[config.mk]
export PLATFORM = sky130hd
export DESIGN_NAME = full_adder
export DESIGN_NICKNAME = d
export VERILOG_FILES = /design/src/rtl/full_adder_pkg.sv /design/src/rtl/full_adder_bit.sv /design/src/rtl/full_adder.sv
export SDC_FILE = /design/constraint.sdc
export NUM_CORES = 1
export LEC_CHECK = 0
export BUFFER_PORTS_ARGS = -buffer_cell sky130_fd_sc_hd__buf_4
export CAP_MARGIN = 30
export CORE_AREA = 2 2 39 41
export CTS_CLUSTER_DIAMETER = 40
export DETAILED_ROUTE_END_ITERATION = 12
export DIE_AREA = 0 0 41 43
export SYNTH_ARGS = -nofsm -noshare
export SYNTH_HDL_FRONTEND = slang
export SYNTH_SLANG_ARGS = --single-unit
[constraint.sdc]
create_clock -name clk -period 1.35 [get_ports clk]
set_clock_uncertainty 0.15 [all_clocks]
set_input_delay 0.405 -clock clk [delete_from_list [all_inputs] [get_ports clk]]
set_output_delay 0.405 -clock clk [all_outputs]
set_load 0.05 [all_outputs]
[src/rtl/full_adder_pkg.sv]
// Shared constants and helpers for the registered ripple-carry adder.
// Holds the legal operand-width range and its check function.
package full_adder_pkg;

    localparam int unsigned FA_MIN_WIDTH = 1;
    localparam int unsigned FA_MAX_WIDTH = 64;

    function automatic bit fa_width_ok(input int unsigned w);
        return (w >= FA_MIN_WIDTH) && (w <= FA_MAX_WIDTH);
    endfunction

endpackage

[src/rtl/full_adder_bit.sv]
// Purely combinational 1-bit full-adder slice.
// Ports: a, b, carryIn -> sum, carryOut.
module full_adder_bit (
    input  logic a,
    input  logic b,
    input  logic carryIn,
    output logic sum,
    output logic carryOut
);

    logic p;

    // Propagate term is shared by the sum and the carry.
    assign p        = a ^ b;
    assign sum      = p ^ carryIn;
    assign carryOut = (a & b) | (carryIn & p);

endmodule

[src/rtl/full_adder.sv]
// Registered ripple-carry adder: {carryOut, sum} = a + b + carryIn, 1-cycle latency.
// Ports: clk, resetN (sync, active-low), inValid, a, b, carryIn -> sum, carryOut, outValid.
module full_adder
    import full_adder_pkg::*;
#(
    parameter int unsigned WIDTH = 1
) (
    input  logic             clk,
    input  logic             resetN,
    input  logic             inValid,
    input  logic [WIDTH-1:0] a,
    input  logic [WIDTH-1:0] b,
    input  logic             carryIn,
    output logic [WIDTH-1:0] sum,
    output logic             carryOut,
    output logic             outValid
);

    if (!fa_width_ok(WIDTH)) begin : g_bad_width
        $error("full_adder: WIDTH must be in 1..64");
    end

    logic [WIDTH:0]   c;
    logic [WIDTH-1:0] s;

    assign c[0] = carryIn;

    for (genvar i = 0; i < WIDTH; i++) begin : g_slice
        full_adder_bit u_bit (
            .a        (a[i]),
            .b        (b[i]),
            .carryIn  (c[i]),
            .sum      (s[i]),
            .carryOut (c[i+1])
        );
    end

    logic [WIDTH-1:0] sum_d, sum_q;
    logic             carry_out_d, carry_out_q;
    logic             out_valid_d, out_valid_q;

    // Result registers only load on a valid operand; otherwise they hold.
    always_comb begin
        sum_d       = sum_q;
        carry_out_d = carry_out_q;
        out_valid_d = inValid;
        if (inValid) begin
            sum_d       = s;
            carry_out_d = c[WIDTH];
        end
    end

    always_ff @(posedge clk) begin
        if (!resetN) begin
            sum_q       <= '0;
            carry_out_q <= 1'b0;
            out_valid_q <= 1'b0;
        end else begin
            sum_q       <= sum_d;
            carry_out_q <= carry_out_d;
            out_valid_q <= out_valid_d;
        end
    end

    assign sum      = sum_q;
    assign carryOut = carry_out_q;
    assign outValid = out_valid_q;

endmodule

Word-level counts from Yosys, hierarchy flattened

Index checks and enable logic that the tools add are counted.

Flip-flop bits (word level): 3
Output and inout bits: 3
Logic and storage cells: 8

Bitwise gates (word level): 5

Operators by type and width:

| kind        | number |
|---|---|
| $and 1x1->1 | 2 |
| $xor 1x1->1 | 2 |
| $or 1x1->1  | 1 |

Logic depth before layout (Yosys ltp)

Gate-level depths: netlist of run 1.

Depth after elaboration: 3
Mapped depth: 3
Depth with buffers taken out: 3

Cells and area by module

From an unflattened synthesis of run 1, not the netlist that was laid out.

Cell total of the unflattened synthesis: 9
Area total of the unflattened synthesis: 120.1 um2

Modules (own cells, without submodules):

| module         | instances | cells each | area an instance (um2) | seq. area each (um2) |
|---|---|---|---|---|
| full_adder     | 1         | 8          | 100.1                  | 60.1 |
| full_adder_bit | 1         | 1          | 20.0                   | 0.0 |

Worst setup path before layout of run 1

OpenSTA, ideal clock, no wires.

Path kind: input -> register
From: input a
To: register sum_q, in the netlist sum
Library setup time: 66 ps
Data arrival time: 1,088 ps
Data required time: 1,134 ps
Slack: 47 ps
Stages on the path: 3
Cells stage by stage: fa_1 -> mux2i_1 -> nor2b_1

Cells in the longest elaborated chain, start to end: 2

Ends and longest elaborated chain:

| element                | line                 | RTL |
|---|---|---|
| start: declaration     | full_adder.sv:11     | `input logic [WIDTH-1:0] a,` |
| $xor 1x1->1            | full_adder_bit.sv:14 | `assign p = a ^ b;` |
| $xor 1x1->1            | full_adder_bit.sv:15 | `assign sum = p ^ carryIn;` |
| end signal: assignment | full_adder.sv:59     | `sum_q <= sum_d;` |
| end: declaration       | full_adder.sv:38     | `logic [WIDTH-1:0] sum_d, sum_q;` |

Every way passes these cells.
A chain may end at the register's enable or synchronous reset.

Final worst setup path of run 1

From: register sum_q, in the netlist sum
To: output sum

RTL lines:

| element          | line             | RTL |
|---|---|---|
| end: declaration | full_adder.sv:14 | `output logic [WIDTH-1:0] sum,` |

No word-level cell between the ends.

==> results of run 1 <==
-- cells by family after synthesis --
family,Yosys count
and+or+nand+nor,3
muxes,2
adders and majority gates,1
DFF,3
-- flip-flops by register name, indices dropped and copies added (netlist names) --
name and flops:
carryOut 1, outValid 1, sum 1
-- worst register-to-register path: stages (launching register included) --
cell	delay, ns
dfxtp_1	0.32
mux2i_1	0.14
nor2b_1	0.06
-- synthesized netlist by cell type --
library cell / instances / share of area
and2_2: 1 / 0.063
dfxtp_1: 3 / 0.50
fa_1: 1 / 0.17
mux2i_1: 2 / 0.17
nor2b_1: 2 / 0.10
-- routing by layer --
| layer | up-vias | share of wire | global-route usage | routed length, um |
|---|---|---|---|---|
| li1 | 52 | - | - | - |
| met1 | 45 | 0.45 | 0.0548 | 147 |
| met2 | 9 | 0.36 | 0.0563 | 118 |
| met3 | 2 | 0.17 | 0.0628 | 54 |
| met4 | 0 | 0.012 | 0.0600 | 4 |
| met5 | - | 0 | 0 | 0 |
-- worst max-delay path by stage --
stage | from | slack, ns | cells past startpoint | end
finish | sum$_SDFFE_PN0P_ | 0.03 | 1 | sum
global route | carryOut$_SDFFE_PN0P_ | 0.0001 | 1 | carryOut
CTS | sum$_SDFFE_PN0P_ | 0.003 | 1 | sum
detailed placement | a | -0.11 | 4 | sum$_SDFFE_PN0P_
global placement | a | -0.08 | 4 | sum$_SDFFE_PN0P_
floorplan | a | 0.05 | 3 | sum$_SDFFE_PN0P_
-- final cells by class --
| cell class | instances | share of cell area |
|---|---|---|
| timing repair buffer | 8 | 0.277 |
| sequential | 3 | 0.261 |
| multi-input combinational | 6 | 0.261 |
| clock buffer | 4 | 0.114 |
| tap | 16 | 0.0870 |
-- power breakdown --
| part | total [mW] | switching, mW | internal [mW] |
|---|---|---|---|
| combinational | 0.0623 | 0.0347 | 0.0276 |
| sequential | 0.0997 | 0.00406 | 0.0956 |
| clock | 0.164 | 0.0531 | 0.111 |
| total | 0.326 | 0.0919 | 0.234 |
-- through the flow --
stage                      util  worst slack [ns]  cells  TNS [ns]  hold slack [ns]
final                     0.166            0.0308     37         0            0.243
after global routing      0.166          0.000136     37         0            0.245
after CTS                 0.164           0.00317     37         0            0.237
after detailed placement  0.145            -0.110     33    -0.165            0.362
after global placement    0.145           -0.0831     33    -0.132            0.360
after floorplan               -            0.0468      9         0            0.383
-- repair_timing --
action	CTS	global route
gates resized for setup	0	1
setup endpoints to repair	0	1
hold buffers	0	0
==> results.json, run 1 <==
{
  "synth-adder-area-share": 0.167,
  "syn2layout_area_growth_pct": 91.7,
  "multi_input_area_um2": 60.1,
  "slew_viol_final": 0,
  "placed_area_um2": 200,
  "final_area_um2": 230,
  "yosysUniqueCellTypes": 5,
  "path_cells": "buf_6",
  "final_common_cell": "buf_4",
  "post-cts-setup-buffers": 0,
  "num_vias": 108,
  "dr.first_iter.drc_count": 0,
  "initial_core_util": 0.0868,
  "root_buffer": "clkbuf_4",
  "cp_num_buf_inv": 1,
  "ys_ff_latch": 3,
  "hold_depth": 2,
  "diodes": 0,
  "total_leakage_power_nw": 0.106,
  "grt_max_degree": 4,
  "cpMaxStageDelayCell": "dfxtp_1",
  "setup_viol": 0,
  "firstDrtPassIters": 1,
  "startpoint_type": "flip-flop",
  "ys_seq_area_frac": 0.500,
  "maxCapViolations": 0,
  "die_area_mm2": 0.00176,
  "grt_pass1_wl_um": 531,
  "ff2ff_path_depth": 2,
  "rsz0062_at_grt": "no",
  "clock_latency_ns": 0.24,
  "crit_path_end_kind": "output port",
  "io_pins": 9,
  "p_per_area_mw_per_mm2": 1420,
  "antenna_found_initial": 0,
  "die-width_um": 41,
  "ys.warnings.count": 0,
  "worstMarginPinSlew_ns": 0.131,
  "worstHoldStart": "resetN",
  "rrSetupSlack_ns": 0.57,
  "syn_inst": 9,
  "period_share": 0.977,
  "timing.rr.end": "sum$_SDFFE_PN0P_",
  "cts_tree": "yes",
  "layout_common_cells": "buf_4, dfxtp_1, clkbuf_4",
  "worstHoldPathType": "in2reg",
  "synth_compound_area_frac": 0,
  "r2r_start": "sum$_SDFFE_PN0P_",
  "hold_viol_final": 0,
  "clk_pin_slew_ns": 0.04,
  "nets": 29,
  "syn_nets": 16,
  "drc": 0,
  "hold_end": "carryOut$_SDFFE_PN0P_",
  "syn_area_per_cell_um2": 13.3,
  "overflow": 0,
  "core_mm2": 0.00138,
  "drtAntennaViolNets": 0,
  "crit_path_max_fanout": 2,
  "fin_crit_ns": 1.32,
  "setup.worst_path.class": "reg2out",
  "crit_arrival_ns": 0.76,
  "grtUsageTotal": 0.0563,
  "vias_per_cell": 2.92,
  "grt_pass1_vias": 124,
  "gp_congestion": 0.583,
  "critPathTopFamily": "flip-flops",
  "htreeDepth": 1,
  "crit_required_ns": 0.80,
  "port_buffers": 8,
  "wl_um": 324,
  "clkSinkCount": 3,
  "n_fill_cell": 154,
  "synth_mux_area_frac": 0.167,
  "drive_gt1_frac": 0.571,
  "slowest_delay_ns": 0.36,
  "synth_simple_gate_area_share": 0.167,
  "wl_per_cell_um": 8.76,
  "total_power_mw": 0.326,
  "clock_path_buffers": 2,
  "rows": 14,
  "syn_area_um2": 120,
  "synthXorXnorAreaFrac": 0,
  "ir_drop_v": 0.000237,
  "slew_headroom": 0.910,
  "outcome": "finished clean",
  "fmax_ghz": 0.758,
  "cts_buffers": 3,
  "seqCellArea_um2": 60.1,
  "die_y_um": 43,
  "synth_top_family_by_area": "simple AND/OR/NAND/NOR gates"
}
Note: power is estimated with default switching activity, not from simulation.
==> inputs of run 2 (changes only) <==
--- a/config.mk
+++ b/config.mk
@@ -11,6 +11,8 @@
 export CTS_CLUSTER_DIAMETER = 40
 export DETAILED_ROUTE_END_ITERATION = 12
 export DIE_AREA = 0 0 41 43
+export RECOVER_POWER = 25
+export SETUP_SLACK_MARGIN = 0.3
 export SYNTH_ARGS = -nofsm -noshare
 export SYNTH_HDL_FRONTEND = slang
 export SYNTH_SLANG_ARGS = --single-unit
==> run 2 against run 1 <==
  * Worst setup slack better by 0.045 ns
  * Critical path depth unchanged
  * Clock power decreased by 4%
  * Design area rose by 14%
  * Register-to-register slack barely moved
  * Sequential power about the same
  * Hold slack improved by 0.030 ns
  * Combinational power is 15% higher
  * First-iteration DRC count rose by 2
  * Non-clock buffer count unchanged
  * Critical endpoint is now carryOut
  * Largest power group unchanged
==> results.json, run 2 (same netlist as run 1, synthesis figures left out) <==
{
  "outcome": "finished clean",
  "root_buffer": "clkbuf_4",
  "layout_common_cells": "dfxtp_2, clkbuf_4, buf_6, buf_8",
  "path_cells": "buf_8",
  "maxCapViolations": 0,
  "diodes": 0,
  "slowest_delay_ns": 0.34,
  "p_per_area_mw_per_mm2": 1260,
  "htreeDepth": 1,
  "placed_area_um2": 204,
  "grtUsageMet3": 0.0524,
  "p_int_mw": 0.245,
  "setup-tns-final_ns": 0,
  "port_buffers": 8,
  "use_met1": 0.0547,
  "worstHoldPathType": "in2reg",
  "cp_num_buf_inv": 1,
  "met2_usage": 0.0406,
  "worstMarginPinSlew_ns": 0.130,
  "die_y_um": 43,
  "cts_tree": "yes",
  "grt_pass1_vias": 123,
  "clk_pin_slew_ns": 0.04,
  "io_pins": 9,
  "fin_util": 0.190,
  "clock_path_buffers": 2,
  "fin_crit_ns": 1.27,
  "power.switching_mw": 0.0872,
  "num_vias": 104,
  "hold_viol_final": 0,
  "crit_required_ns": 0.80,
  "crit_path_end_kind": "output port",
  "slew_headroom": 0.911,
  "final_area_um2": 263,
  "cpMaxStageDelayCell": "dfxtp_2",
  "dr.first_iter.drc_count": 2,
  "slew_viol_final": 0,
  "core_mm2": 0.00138,
  "whs_ns": 0.273,
  "nets": 29,
  "drc": 0,
  "total_leakage_power_nw": 0.112,
  "setup.worst_path.class": "reg2out",
  "grt_max_degree": 4,
  "rows": 14,
  "drtAntennaViolNets": 0,
  "die_area_mm2": 0.00176,
  "clkSinkCount": 3,
  "overflow": 0,
  "setup_viol": 0,
  "crit_path_max_fanout": 2,
  "antenna_found_initial": 0,
  "combPwrFrac": 0.216,
  "period_share": 0.944,
  "fmax_ghz": 0.785,
  "critPathTopFamily": "flip-flops",
  "rsz0062_at_grt": "yes",
  "power.clock.fraction": 0.474,
  "startpoint_type": "flip-flop",
  "cts_buffers": 3,
  "initial_core_util": 0.0868,
  "placed_cells": 33,
  "swShare": 0.263,
  "die-width_um": 41,
  "grtUsageTotal": 0.0492,
  "gp_congestion": 0.587,
  "p_seq_frac": 0.309,
  "syn2layout_area_growth_pct": 119,
  "ir_drop_v": 0.000286,
  "post-cts-setup-buffers": 0,
  "vias_per_cell": 2.81,
  "crit_arrival_ns": 0.72,
  "grt_pass1_wl_um": 483,
  "clock_latency_ns": 0.23,
  "wl_per_cell_um": 7.49,
  "gr-max-usage-layer": "met4",
  "final_cell_count_no_fill": 37,
  "wl_um": 277,
  "firstDrtPassIters": 4,
  "drive_gt1_frac": 0.714
}
run 2: cell types whose count changed in the layout (fill, tap and decap cells not counted), sizes merged:
cell | previous run | this run
clkbuf | 4 | 5
buf | 8 | 7
run 2: cell type report:
type                       count  area, um2
fill                         152       1120
timing repair buffer           8       90.1
sequential                     3       63.8
multi-input combinational      6       62.6
clock buffer                   4       26.3
tap                           16       20.0
run 2: metrics by stage:
stage | setup WS [ns] | power (mW)
after global routing | 0.0445 | 0.361
after CTS | 0.0614 | 0.339
after global placement | -0.0972 | 0.162
final | 0.0756 | 0.332
after floorplan | 0.0492 | 0.136
after detailed placement | -0.108 | 0.163
run 2: final timing paths:
check,slack [ns],start,end,cells after the start
hold / removal,0.27,inValid,outValid$_SDFF_PN0_,2
hold reg to reg,0.39,sum$_SDFFE_PN0P_,sum$_SDFFE_PN0P_,2
setup reg to reg,0.57,carryOut$_SDFFE_PN0P_,carryOut$_SDFFE_PN0P_,2
setup / recovery,0.08,carryOut$_SDFFE_PN0P_,carryOut,1
run 2: power by group through the flow:
stage / logic [mW] / registers [mW] / clock network, mW
floorplan: 0.0120 / 0.124 / 0
global placement: 0.0605 / 0.102 / 0
detailed placement: 0.0612 / 0.102 / 0
CTS: 0.0691 / 0.102 / 0.168
global route: 0.0787 / 0.103 / 0.179
finish: 0.0719 / 0.103 / 0.158
run 2: repair_timing:
action                     in CTS  in global routing
hold buffers                    0                  0
setup endpoints to repair       5                  5
gates cloned                    0                  0
resized for setup               7                  3
pin swaps                       1                  1
run 2: per-layer routing:
layer,part of all wire,vias up
met4,0,0
met5,0,-
met3,0.18,0
li1,-,53
met2,0.31,9
met1,0.51,42
==> inputs of run 3 (changes only) <==
--- a/config.mk
+++ b/config.mk
@@ -11,7 +11,6 @@
 export CTS_CLUSTER_DIAMETER = 40
 export DETAILED_ROUTE_END_ITERATION = 12
 export DIE_AREA = 0 0 41 43
-export RECOVER_POWER = 25
 export SETUP_SLACK_MARGIN = 0.3
 export SYNTH_ARGS = -nofsm -noshare
 export SYNTH_HDL_FRONTEND = slang
==> run 3 against run 2 <==
  * Total power up 0.36%
  * Design area up 1.4%
  * Core utilization up 0.27 points
  * Largest cell class unchanged
  * Largest power group unchanged
  * Highest routed layer unchanged
==> results.json, run 3 (same netlist as run 1, synthesis figures left out) <==
{
  "grt_max_degree": 4,
  "die_y_um": 43,
  "clock_path_buffers": 2,
  "final_area_um2": 267,
  "wl_um": 275,
  "fmax_ghz": 0.785,
  "whs_ns": 0.256,
  "ir_drop_v": 0.000291,
  "root_buffer": "clkbuf_4",
  "core_mm2": 0.00138,
  "gp_congestion": 0.587,
  "cpMaxStageDelayCell": "dfxtp_2",
  "path_cells": "buf_8",
  "dr.first_iter.drc_count": 2,
  "crit_path_end_kind": "output port",
  "cp_num_buf_inv": 1,
  "wl_per_cell_um": 7.43,
  "met2_usage": 0.0406,
  "use_met1": 0.0547,
  "worstMarginPinSlew_ns": 0.130,
  "clkSinkCount": 3,
  "slew_viol_final": 0,
  "setup-tns-final_ns": 0,
  "cts_buffers": 3,
  "startpoint_type": "flip-flop",
  "grtUsageMet3": 0.0524,
  "clock_latency_ns": 0.23,
  "crit_required_ns": 0.80,
  "outcome": "finished clean",
  "total_leakage_power_nw": 0.116,
  "slew_headroom": 0.911,
  "grtUsageTotal": 0.0492,
  "dpl_worst_slack_ns": -0.108,
  "die-width_um": 41,
  "overflow": 0,
  "cts_tree": "yes",
  "diodes": 0,
  "htreeDepth": 1,
  "worstHoldPathType": "in2reg",
  "p_per_area_mw_per_mm2": 1250,
  "drive_gt1_frac": 0.762,
  "timing.final.ws_setup_ns": 0.0756,
  "final_cell_count_no_fill": 37,
  "clk_pin_slew_ns": 0.04,
  "fin_crit_ns": 1.27,
  "nets": 29,
  "total_power_mw": 0.333,
  "period_share": 0.944,
  "drtAntennaViolNets": 0,
  "port_buffers": 8,
  "grt_pass1_wl_um": 483,
  "io_pins": 9,
  "firstDrtPassIters": 4,
  "critPathTopFamily": "flip-flops",
  "antenna_found_initial": 0,
  "holdBufCountCts": 0,
  "maxCapViolations": 0,
  "fin_util": 0.193,
  "slowest_delay_ns": 0.34,
  "gr-max-usage-layer": "met4",
  "crit_path_max_fanout": 2,
  "n_fill_cell": 150,
  "grt_pass1_vias": 123,
  "initial_core_util": 0.0868,
  "drc": 0,
  "layout_common_cells": "dfxtp_2, clkbuf_4, buf_6, buf_8",
  "rows": 14,
  "hold_viol_final": 0,
  "setup.worst_path.class": "reg2out",
  "placed_cells": 33,
  "placed_area_um2": 204,
  "num_vias": 106,
  "syn2layout_area_growth_pct": 122,
  "setup_viol": 0,
  "rsz0062_at_grt": "yes",
  "die_area_mm2": 0.00176,
  "vias_per_cell": 2.86,
  "crit_arrival_ns": 0.72
}
run 3: cell count changes in the layout (fill, tap and decap cells not counted), sizes merged:
| cell | change |
|---|---|
| buf | +1 |
| clkbuf | -1 |
run 3: routing by layer:
metal  share of wire  wire length (um)
met4               0                 0
met5               0                 0
met1            0.49               136
met2            0.32                87
met3            0.18                50
run 3: timing repair:
action | CTS | global route
endpoints found under the setup margin | 5 | 5
gates resized for setup | 7 | 3
pin swaps | 1 | 1
endpoints found under the hold margin | 0 | 0
buffers inserted | 0 | 0
run 3: worst paths after layout:
path                         start                     to  slack, ns  depth (start not counted)
min reg2reg       sum$_SDFFE_PN0P_       sum$_SDFFE_PN0P_       0.39                          2
min                         resetN  carryOut$_SDFFE_PN0P_       0.26                          2
max          carryOut$_SDFFE_PN0P_               carryOut       0.08                          1
max reg2reg  carryOut$_SDFFE_PN0P_  carryOut$_SDFFE_PN0P_       0.57                          2
run 3: cell type report:
cell class | instances | area (um2) | area share
multi-input combinational | 6 | 62.6 | 0.235
tap | 16 | 20.0 | 0.0751
clock buffer | 4 | 26.3 | 0.0986
timing repair buffer | 8 | 93.8 | 0.352
sequential | 3 | 63.8 | 0.239
run 3: where the power goes:
group,leakage (nW),internal (mW),switching (mW)
registers,0.0258,0.0971,0.00563
clock network,0.0150,0.111,0.0468
logic,0.0747,0.0383,0.0348
total,0.116,0.246,0.0872
